===== src/rtl/ct_spsram_512x22_ctrl.sv =====
// ct_spsram_512x22_ctrl
//   Requester-side controller for a 512x22 single-port SRAM macro. It accepts a
//   valid/ready read/write request stream and drives the macro pins CEN/GWEN/WEN/A/D
//   combinationally from the FSM state and the accepted request. Read data is returned
//   two cycles after accept. After reset, or on init_req, every entry is written with
//   INIT_VAL.
//
// Ports
//   forever_cpuclk  clock; the SRAM CLK is driven from the same net
//   cpurst_b        asynchronous active-low reset
//   init_req        pulse that starts a full-array init (taken only when idle)
//   init_busy       high while an init is pending or running
//   init_done       one-cycle pulse in the first idle cycle after the last init write
//   req_vld/req_rdy request handshake; the request is accepted when both are high
//   req_wr          1 = write, 0 = read
//   req_addr        request address
//   req_wdata       write data
//   req_wmask       per-bit write enable, active high
//   rd_vld          read-data valid pulse, no back-pressure
//   rd_data         read data, held until the next rd_vld
//   sram_a/cen/gwen/wen/d  pins to the macro; cen, gwen and wen are active low
//   sram_q          macro output, valid the cycle after a read access

module ct_spsram_512x22_ctrl #(
    parameter int unsigned           ADDR_WIDTH = 9,
    parameter int unsigned           DATA_WIDTH = 22,
    parameter logic [DATA_WIDTH-1:0] INIT_VAL   = '0
) (
    input  logic                  forever_cpuclk,
    input  logic                  cpurst_b,
    input  logic                  init_req,
    output logic                  init_busy,
    output logic                  init_done,
    input  logic                  req_vld,
    output logic                  req_rdy,
    input  logic                  req_wr,
    input  logic [ADDR_WIDTH-1:0] req_addr,
    input  logic [DATA_WIDTH-1:0] req_wdata,
    input  logic [DATA_WIDTH-1:0] req_wmask,
    output logic                  rd_vld,
    output logic [DATA_WIDTH-1:0] rd_data,
    output logic [ADDR_WIDTH-1:0] sram_a,
    output logic                  sram_cen,
    output logic                  sram_gwen,
    output logic [DATA_WIDTH-1:0] sram_wen,
    output logic [DATA_WIDTH-1:0] sram_d,
    input  logic [DATA_WIDTH-1:0] sram_q
);

    // One spare bit so the counter can hold the depth; termination never depends on wrap.
    localparam int unsigned       CntW     = ADDR_WIDTH + 1;
    localparam logic [CntW-1:0]   LastAddr = {1'b0, {ADDR_WIDTH{1'b1}}};

    typedef enum logic [1:0] {
        StInitPend,
        StInit,
        StIdle
    } state_e;

    state_e                state_q, state_d;
    logic [CntW-1:0]       cnt_q, cnt_d;
    logic                  init_done_q, init_done_d;
    logic                  rd_pend_q, rd_pend_d;
    logic                  rd_vld_q, rd_vld_d;
    logic [DATA_WIDTH-1:0] rd_data_q, rd_data_d;
    logic                  acc_rd;

    always_comb begin
        state_d     = state_q;
        cnt_d       = cnt_q;
        init_done_d = 1'b0;
        req_rdy     = 1'b0;
        acc_rd      = 1'b0;
        sram_cen    = 1'b1;
        sram_gwen   = 1'b1;
        sram_wen    = '1;
        sram_a      = '0;
        sram_d      = '0;

        unique case (state_q)
            // One quiet cycle before the first init write.
            StInitPend: begin
                state_d = StInit;
            end
            StInit: begin
                sram_cen  = 1'b0;
                sram_gwen = 1'b0;
                sram_wen  = '0;
                sram_a    = cnt_q[ADDR_WIDTH-1:0];
                sram_d    = INIT_VAL;
                if (cnt_q == LastAddr) begin
                    state_d     = StIdle;
                    cnt_d       = '0;
                    init_done_d = 1'b1;
                end else begin
                    cnt_d = cnt_q + CntW'(1);
                end
            end
            StIdle: begin
                if (init_req) begin
                    // init_req wins over a pending request: nothing is accepted this cycle.
                    cnt_d   = '0;
                    state_d = StInitPend;
                end else begin
                    req_rdy = 1'b1;
                    if (req_vld) begin
                        sram_cen = 1'b0;
                        sram_a   = req_addr;
                        if (req_wr) begin
                            sram_gwen = 1'b0;
                            sram_wen  = ~req_wmask;
                            sram_d    = req_wdata;
                        end else begin
                            acc_rd = 1'b1;
                        end
                    end
                end
            end
            default: begin
                state_d = StInitPend;
                cnt_d   = '0;
            end
        endcase

        // Read pipeline: accept in N, macro Q valid in N+1 and captured, rd_vld in N+2.
        // It runs independently of the FSM so reads in flight survive an init_req.
        rd_pend_d = acc_rd;
        rd_vld_d  = rd_pend_q;
        rd_data_d = rd_pend_q ? sram_q : rd_data_q;
    end

    always_ff @(posedge forever_cpuclk or negedge cpurst_b) begin
        if (!cpurst_b) begin
            state_q     <= StInitPend;
            cnt_q       <= '0;
            init_done_q <= 1'b0;
            rd_pend_q   <= 1'b0;
            rd_vld_q    <= 1'b0;
            rd_data_q   <= '0;
        end else begin
            state_q     <= state_d;
            cnt_q       <= cnt_d;
            init_done_q <= init_done_d;
            rd_pend_q   <= rd_pend_d;
            rd_vld_q    <= rd_vld_d;
            rd_data_q   <= rd_data_d;
        end
    end

    assign init_busy = (state_q != StIdle);
    assign init_done = init_done_q;
    assign rd_vld    = rd_vld_q;
    assign rd_data   = rd_data_q;

endmodule


===== config.mk =====
export PLATFORM = sky130hd
export DESIGN_NAME = ct_spsram_512x22_ctrl
export DESIGN_NICKNAME = d
export VERILOG_FILES = /design/src/rtl/ct_spsram_512x22_ctrl.sv
export SDC_FILE = /design/constraint.sdc
export NUM_CORES = 1
export LEC_CHECK = 0
export CAP_MARGIN = 15
export CELL_PAD_IN_SITES_DETAIL_PLACEMENT = 0
export CELL_PAD_IN_SITES_GLOBAL_PLACEMENT = 2
export CORE_ASPECT_RATIO = 1.75
export CORE_MARGIN = 10
export CORE_UTILIZATION = 16
export DETAILED_ROUTE_END_ITERATION = 8
export GPL_ROUTABILITY_DRIVEN = 0
export GPL_TIMING_DRIVEN = 0
export PLACE_DENSITY_LB_ADDON = 0.08
export RECOVER_POWER = 100
export SYNTH_ARGS = -nofsm -noshare
export SYNTH_HDL_FRONTEND = slang
export SYNTH_SLANG_ARGS = --single-unit

===== constraint.sdc =====
create_clock -name forever_cpuclk -period 2.2 [get_ports forever_cpuclk]
set_input_delay 0.55 -clock forever_cpuclk [delete_from_list [all_inputs] [get_ports forever_cpuclk]]
set_output_delay 0.55 -clock forever_cpuclk [all_outputs]
set_load 0.005 [all_outputs]

==> summary.txt, run 1 <==
STA
  • Setup WS post-layout: -167.3 ps
  • Fmax achieved: 0.4224 GHz
  • Slew @ Worst Pin: 733.0 ps
  • Final hold vios: 0
  • Final setup vio count: 54
  • Hold Slack: 240.1 ps
  • Fin crit period: 2367 ps
  • TNS Setup: -4325 ps
  • RSZ-0062 raised after global routing: yes
  • Part of the cycle the worst path needs: 107.6%
  • Final Max Slew Viols: 0
  • Worst-case clock skew: 8.816 ps
  • Rel. slew slack: 51.13%

Finish
  • Fin nets: 492
  • # diodes: 0
  • Final core occ: 35.94%
  • Final cell count without fillers: 575
  • Design Area, Final: 0.004517 mm^2
  • Layout area overhead: 119.7%
  • Fillers: 1345
  • Share of post-route cells with drive strength above 1: 45.45%

Route
  • Detailed Route Iter0 Violations: 63
  • First-pass DRT Iterations: 5
  • Via density per instance: 4.148
  • Final wirelength: 9.580 mm
  • Routed Antenna Nets: 0
  • DRC: 0
  • Via Count: 2385
  • Wirelength per Cell: 16.66 um

Global route
  • GRT Overall Usage: 10.33%
  • Busiest grt layer: met2
  • Wire length of the first global-routing pass: 14.70 mm
  • Met2 GRT Util: 17.79%
  • Vias in the first global route: 2629
  • Initial antenna violation count: 1
  • Grt met3 use: 5.825%
  • Largest net degree at the start of global routing: 28
  • Total grt overflow: 0
  • Grt met1 use: 10.25%

Logic synthesis
  • Mapped Nets: 289
  • Post-synthesis sequential area ratio: 45.04%
  • Avg Synthesized Cell Area: 10.13 um^2
  • Synth area leader: dfrtp_1
  • Top cells by area, synth: dfrtp_1 (45%), mux2_2 (13%), and3_1 (6.7%), a21oi_1 (3.9%), ha_1 (3.7%)
  • Mapped Cells: 203
  • #FFs+latches synth: 37
  • Yosys top cell area share: 45.04%
  • Netlist cell types: 34
  • Mapped Area: 0.002056 mm^2
  • Synth Warn #: 0

Job
  • Max cap viols: 0

Floorplan
  • Core box area: 0.01257 mm^2
  • Die width: 105.7 um
  • Die area: 0.01796 mm^2
  • Die extent in y: 169.9 um
  • Initial Utilization: 16.36%
  • Row count: 54
  • IO Pins: 161

Min path
  • Hold Crit Class: primary input to async pin

Place
  • Dpl cell area: 0.003882 mm^2
  • Dpl cells: 532
  • DP HPWL: 7.538 mm
  • PortBufs: 160

Clock tree
  • CTS tree: done
  • Clock Tree Root: clkbuf_16
  • Clk pin slew, worst setup/hold paths: 60 ps
  • CTS sink cnt: 37
  • Total CTS buffers: 5
  • Clk buf depth: 2
  • Worst-Skew Late Latency: 280 ps
  • Hold_buf cts: 0
  • H-Tree Depth: 2

Critical path
  • Capture point of the worst reg-to-reg path: cnt_q[7]$_DFFE_PN0P_
  • Setup crit start: state_q[1]$_DFFE_PN0P_
  • Reg2reg start: state_q[1]$_DFFE_PN0P_
  • Critical path class: flop to output pin
  • Crit path DAT: 1820 ps
  • Register-to-Register Path Depth: 7
  • Most common cell on crit path: buf_6
  • Worst path slowest cell: dfrtp_1
  • Reg2reg setup slack: 140 ps
  • Crit path capture type: output pin
  • Worst endpoint required time: 1650 ps
  • CP max stage delay: 420 ps
  • CP Cell Sequence: ha_4 > and3b_2 > buf_4 > buf_6 > buf_6 > and3_4 > buf_6
  • CP Launch Type: flop
  • Largest fanout on the critical path: 5
  • Crit path capture: sram_d[6]

Power and ir drop
  • Pleak: 2.212 nW
  • Clock share of power: 52.4%
  • Combinational share of power: 9.3%
  • Switching power: 0.0003286 W
  • Pint: 0.001450 W
  • Seq pwr share: 38.3%
  • PD cells: 393.7 mW/mm^2
  • Peak supply drop: 248.4 uV
  • Net Sw Frac: 18.48%

Run status
  • Failing checks: negative setup slack
  • Status: finished with violations
## repair_timing
item	4_1_cts	5_1_grt
cloned	4	2
pin swaps	13	14
buffers inserted	26	8
setup endpoints to repair	57	55
resized for setup	315	37
## cells in the mapped netlist
master    number
or3_1          1
o41ai_1        1
nor3_1         3
nand3_1        2
a41oi_1        1
nand4_4        1
nand2_1        8
nor4b_1        1
xnor2_1        3
inv_1          8
a21o_1         1
a21boi_0       1
xor2_1         1
o31ai_1        3
buf_1          2
and3b_1        1
and4_1         1
mux2_2        24
nand2b_1       3
dfrtp_1       37
o21ai_0       11
a22oi_1        8
and2_1         2
nor2b_1        9
a22o_1         2
and3_1        22
nor4_1         3
o31a_2         1
a21oi_1       16
nor2_1         8
ha_1           6
or2_0          1
or4_1          1
clkbuf_1      10
## metrics by stage
stage	total power [W]	setup slack (ps)
4_1_cts	0.001821	-215.2
3_3_place_gp	0.0008539	-1106
3_5_place_dp	0.0008580	-1176
5_1_grt	0.001851	-236.2
2_1_floorplan	0.0006982	9.720
6_report	0.001778	-167.3
## per-layer routing
layer  part of all wire (%)  routed length, um
met5                   0.14                 13
met4                    1.4                132
met3                     13               1214
met2                     49               4727
met1                     36               3492
## power by group through the flow
stage | clock network [W] | logic, W | registers [W]
after floorplan | 0 | 0.00000507 | 0.000693
after global placement | 0 | 0.000161 | 0.000693
after detailed placement | 0 | 0.000165 | 0.000693
after CTS | 0.000971 | 0.000170 | 0.000680
after global routing | 0.000991 | 0.000180 | 0.000680
final | 0.000931 | 0.000166 | 0.000681
## how the worst min path moves through the flow
stage	slack, ps	startpoint	to
global route	320	cpurst_b	rd_data[10]$_DFFE_PN0P_
CTS	140	cpurst_b	rd_data[10]$_DFFE_PN0P_
finish	240	cpurst_b	rd_data[21]$_DFFE_PN0P_
global placement	490	rd_data[14]$_DFFE_PN0P_	rd_data[14]$_DFFE_PN0P_
floorplan	250	cpurst_b	cnt_q[0]$_DFFE_PN0P_
detailed placement	450	cpurst_b	rd_data[10]$_DFFE_PN0P_
## worst max-delay path, delay by kind of cell (launching register included)
| kind | cells | cell delay (ps) |
|---|---|---|
| adders and majority gates | 1 | 200 |
| DFF | 1 | 420 |
| and+or+nand+nor | 2 | 420 |
| buffers and inverters | 4 | 500 |
## state kept, by name, indices dropped and copies added (netlist names)
name       flops
rd_data       22
rd_pend_q      1
init_done      1
rd_vld         1
cnt_q         10
state_q        2
## layout make-up
| type | instances | area [um^2] | share of cell area, % |
|---|---|---|---|
| clock inverter | 3 | 65.06 | 1.440 |
| sequential | 37 | 925.9 | 20.50 |
| multi-input combinational | 147 | 1301 | 28.81 |
| buffer | 10 | 80.08 | 1.773 |
| clock buffer | 5 | 125.1 | 2.770 |
| inverter | 8 | 33.78 | 0.7479 |
| tap | 168 | 210.2 | 4.654 |
| timing repair buffer | 197 | 1775 | 39.31 |
## kinds of logic after synthesis
kind of cell	after synthesis	share of synthesized area, %
AOI/OAI and AO/OA	45	13.51
and+or+nand+nor	67	19.29
xor gates and xnor gates	4	1.705
adders and majority gates	6	3.652
buffers and inverters	20	3.652
muxes	24	13.15
DFF	37	45.04
## cell usage in the layout (no fill, tap or decap), drive strengths merged, types with 3 or more instances in the layout
cell type and count:
inv 7, dlygate4sd3 26, nor3 3, dfrtp 37, nand2 8, mux2 24, ha 6, and3 22
nor2 8, a21oi 16, o21ai 11, nor4 3, nor2b 9, clkbuf 14, xnor2 3, nand2b 3
o31ai 3, clkdlybuf4s50 73, buf 93, dlygate4sd2 4, a22oi 8
Note: power is estimated with default switching activity, not from simulation.
==> inputs of run 2 (changes only) <==
CORE_ASPECT_RATIO = 1.25   (was 1.75)
CTS_BUF_LIST = sky130_fd_sc_hd__clkbuf_8   (was not set)
==> run 2 against run 1 <==
Net effect:
- the run still ends with negative setup slack left
- final area grew 0.22%
- largest cell class unchanged
- critical path depth grew 1
- clock power shrank 41%
- count of clock-buffer cells in the layout grew 2
- utilization shrank 0.19 points
- critical endpoint is now sram_d[16]
- sequential power is essentially flat
- clock skew grew 3.1 ps
- total power shrank 22%
- register-to-register slack gained 110 ps
- combinational power is essentially flat
- cell count grew 0.35%
==> summary.txt, run 2 (synthesis gave the netlist of run 1 again) <==
Run status
  • Status: finished with violations (unchanged)
  • Failing checks: negative setup slack (unchanged)

Global route
  • Busiest grt layer: met2 (unchanged)
  • Vias in the first global route: 2695 (was 2629)
  • Largest net degree at the start of global routing: 36 (was 28)
  • Wire length of the first global-routing pass: 14.66 mm (was 14.70 mm)
  • Initial antenna violation count: 0 (was 1)
  • Grt met1 use: 10.76% (was 10.25%)
  • Met2 GRT Util: 16.65% (was 17.79%)
  • Total grt overflow: 0 (unchanged)
  • GRT Overall Usage: 10.40% (was 10.33%)
  • Grt met3 use: 6.902% (was 5.825%)

Finish
  • Fin nets: 494 (was 492)
  • Share of post-route cells with drive strength above 1: 47.68% (was 45.45%)
  • Layout area overhead: 120.2% (was 119.7%)
  • Final core occ: 35.75% (was 35.94%)
  • # diodes: 0 (unchanged)
  • Max reg flops: 22 (unchanged)
  • Most frequent cells in the layout: clkdlybuf4s50_1 (98), buf_6 (38), dfrtp_1 (37), buf_2 (36), mux2_2 (24) (was clkdlybuf4s50_1 (73), buf_2 (41), dfrtp_1 (37), buf_6 (32), dlygate4sd3_1 (26))
  • Commonest non-fill, non-tap cell in the layout: clkdlybuf4s50_1 (unchanged)
  • Final cell count without fillers: 577 (was 575)

Place
  • DP HPWL: 7.018 mm (was 7.538 mm)
  • Worst slack at placement: -1215 ps (was -1176 ps)
  • Dpl cells: 532 (unchanged)
  • PortBufs: 160 (unchanged)

Power and ir drop
  • Pleak: 2.074 nW (was 2.212 nW)
  • Net Sw Frac: 22.05% (was 18.48%)
  • Final Power: 0.001392 W (was 0.001778 W)
  • Pint: 0.001085 W (was 0.001450 W)
  • Peak supply drop: 273.1 uV (was 248.4 uV)
  • Seq pwr share: 48.8% (was 38.3%)
  • Switching power: 0.0003069 W (was 0.0003286 W)
  • Clock share of power: 39.2% (was 52.4%)
  • PD cells: 307.5 mW/mm^2 (was 393.7 mW/mm^2)
  • Combinational share of power: 12.0% (was 9.3%)

Critical path
  • Crit path DAT: 1850 ps (was 1820 ps)
  • Critical path class: flop to output pin (unchanged)
  • CP Launch Type: flop (unchanged)
  • Crit path capture type: output pin (unchanged)
  • CP Cell Sequence: inv_2 > ha_4 > and3b_2 > clkbuf_8 > buf_6 > buf_6 > and3_4 > buf_6 (was ha_4 > and3b_2 > buf_4 > buf_6 > buf_6 > and3_4 > buf_6)
  • Most common cell on crit path: buf_6 (unchanged)
  • CP max stage delay: 400 ps (was 420 ps)
  • Worst path bufs/invs: 5 (was 4)
  • Worst endpoint required time: 1650 ps (about the same)
  • Largest fanout on the critical path: 5 (unchanged)
  • CP delay by family, top: buffers and inverters (unchanged)
  • Worst path slowest cell: dfrtp_1 (unchanged)

Route
  • Final wirelength: 9.430 mm (was 9.580 mm)
  • DRC: 0 (unchanged)
  • Wirelength per Cell: 16.34 um (was 16.66 um)
  • Routed Antenna Nets: 0 (unchanged)
  • First-pass DRT Iterations: 4 (was 5)
  • Via Count: 2391 (was 2385)
  • Detailed Route Iter0 Violations: 44 (was 63)
  • Via density per instance: 4.144 (was 4.148)

Floorplan
  • Core box area: 0.01266 mm^2 (was 0.01257 mm^2)
  • IO Pins: 161 (unchanged)
  • Die area: 0.01781 mm^2 (was 0.01796 mm^2)
  • Die width: 121.4 um (was 105.7 um)
  • Die extent in y: 146.7 um (was 169.9 um)
  • Initial Utilization: 16.24% (was 16.36%)
  • Row count: 46 (was 54)

STA
  • Rel. slew slack: 38.21% (was 51.13%)
  • Final hold vios: 0 (unchanged)
  • Final setup vio count: 53 (was 54)
  • Setup WS post-layout: -197.3 ps (was -167.3 ps)
  • Final Max Slew Viols: 0 (unchanged)
  • Fin crit period: 2397 ps (was 2367 ps)
  • Part of the cycle the worst path needs: 109.0% (was 107.6%)
  • RSZ-0062 raised after global routing: yes (unchanged)
  • Fmax achieved: 0.4171 GHz (was 0.4224 GHz)
  • Worst-case clock skew: 11.96 ps (was 8.816 ps)
  • TNS Setup: -6023 ps (was -4325 ps)
  • Slew @ Worst Pin: 926.9 ps (was 733.0 ps)

Clock tree
  • Worst-Skew Late Latency: 300 ps (was 280 ps)
  • Clk buf depth: 2 (unchanged)
  • CTS tree: done (unchanged)
  • Clk pin slew, worst setup/hold paths: 80 ps (was 60 ps)
  • Clock Tree Root: clkbuf_8 (was clkbuf_16)
  • Hold_buf cts: 0 (unchanged)
  • H-Tree Depth: 2 (unchanged)
  • CTS sink cnt: 37 (unchanged)
  • Total CTS buffers: 5 (unchanged)

Job
  • Max cap viols: 0 (unchanged)

Min path
  • Hold Crit Class: primary input to async pin (unchanged)
run 2: path summary, 6_finish.rpt:
path                                      startpoint                 endpoint  slack, ps  cells after the start
setup / recovery              state_q[0]$_DFFE_PN0P_               sram_d[16]       -200                      8
hold / removal                              cpurst_b   rd_data[3]$_DFFE_PN0P_         50                      1
setup reg to reg              state_q[0]$_DFFE_PN0P_     cnt_q[8]$_DFFE_PN0P_        250                      9
hold reg to reg              rd_data[15]$_DFFE_PN0P_  rd_data[15]$_DFFE_PN0P_        510                      1
max in group asynchronous                   cpurst_b     cnt_q[6]$_DFFE_PN0P_       1050                      2
min in group forever_cpuclk  rd_data[15]$_DFFE_PN0P_  rd_data[15]$_DFFE_PN0P_        510                      1
run 2: timing repair:
action | in CTS | in global routing
cloned | 6 | 0
endpoints found under the setup margin | 57 | 55
gates resized for setup | 334 | 29
setup buffers | 26 | 7
pin swaps | 26 | 2
run 2: final cells by class:
| cell class | count | area [um^2] |
|---|---|---|
| Fill cell | 1325 | 8135 |
| Clock inverter | 1 | 5.005 |
| Tap cell | 168 | 210.2 |
| Inverter | 8 | 33.78 |
| Multi-Input combinational cell | 147 | 1345 |
| Sequential cell | 37 | 925.9 |
| Timing Repair Buffer | 198 | 1807 |
| Buffer | 11 | 103.9 |
| Clock buffer | 7 | 96.34 |
run 2: per-stage QoR:
step | instance area (um^2) | hold WS [ps]
6_report | 4527 | 46.00
5_1_grt | 4527 | 28.51
4_1_cts | 4395 | 38.33
3_5_place_dp | 3882 | 360.0
3_3_place_gp | 3867 | 468.9
2_1_floorplan | 2056 | 254.4
run 2: power groups by stage:
stage               sequential [W]  clock (W)  combinational, W
floorplan                 0.000693          0        0.00000507
global placement          0.000693          0          0.000159
detailed placement        0.000693          0          0.000164
CTS                       0.000679   0.000574          0.000172
global route              0.000680   0.000619          0.000181
finish                    0.000680   0.000545          0.000167
run 2: worst register-to-register path: stages, from the launching register on:
cell and delay (ps):
dfrtp_1 400, inv_2 70, ha_4 170, buf_6 140
nand2b_4 90, inv_2 50, buf_4 140, or3_1 400
o41ai_1 280, a22o_1 170
run 2: metal layers:
metal  wire [um]  vias up
met5           0        -
met4         121        0
met3        1522        5
met2        4338      131
met1        3448     1110
li1            -     1145
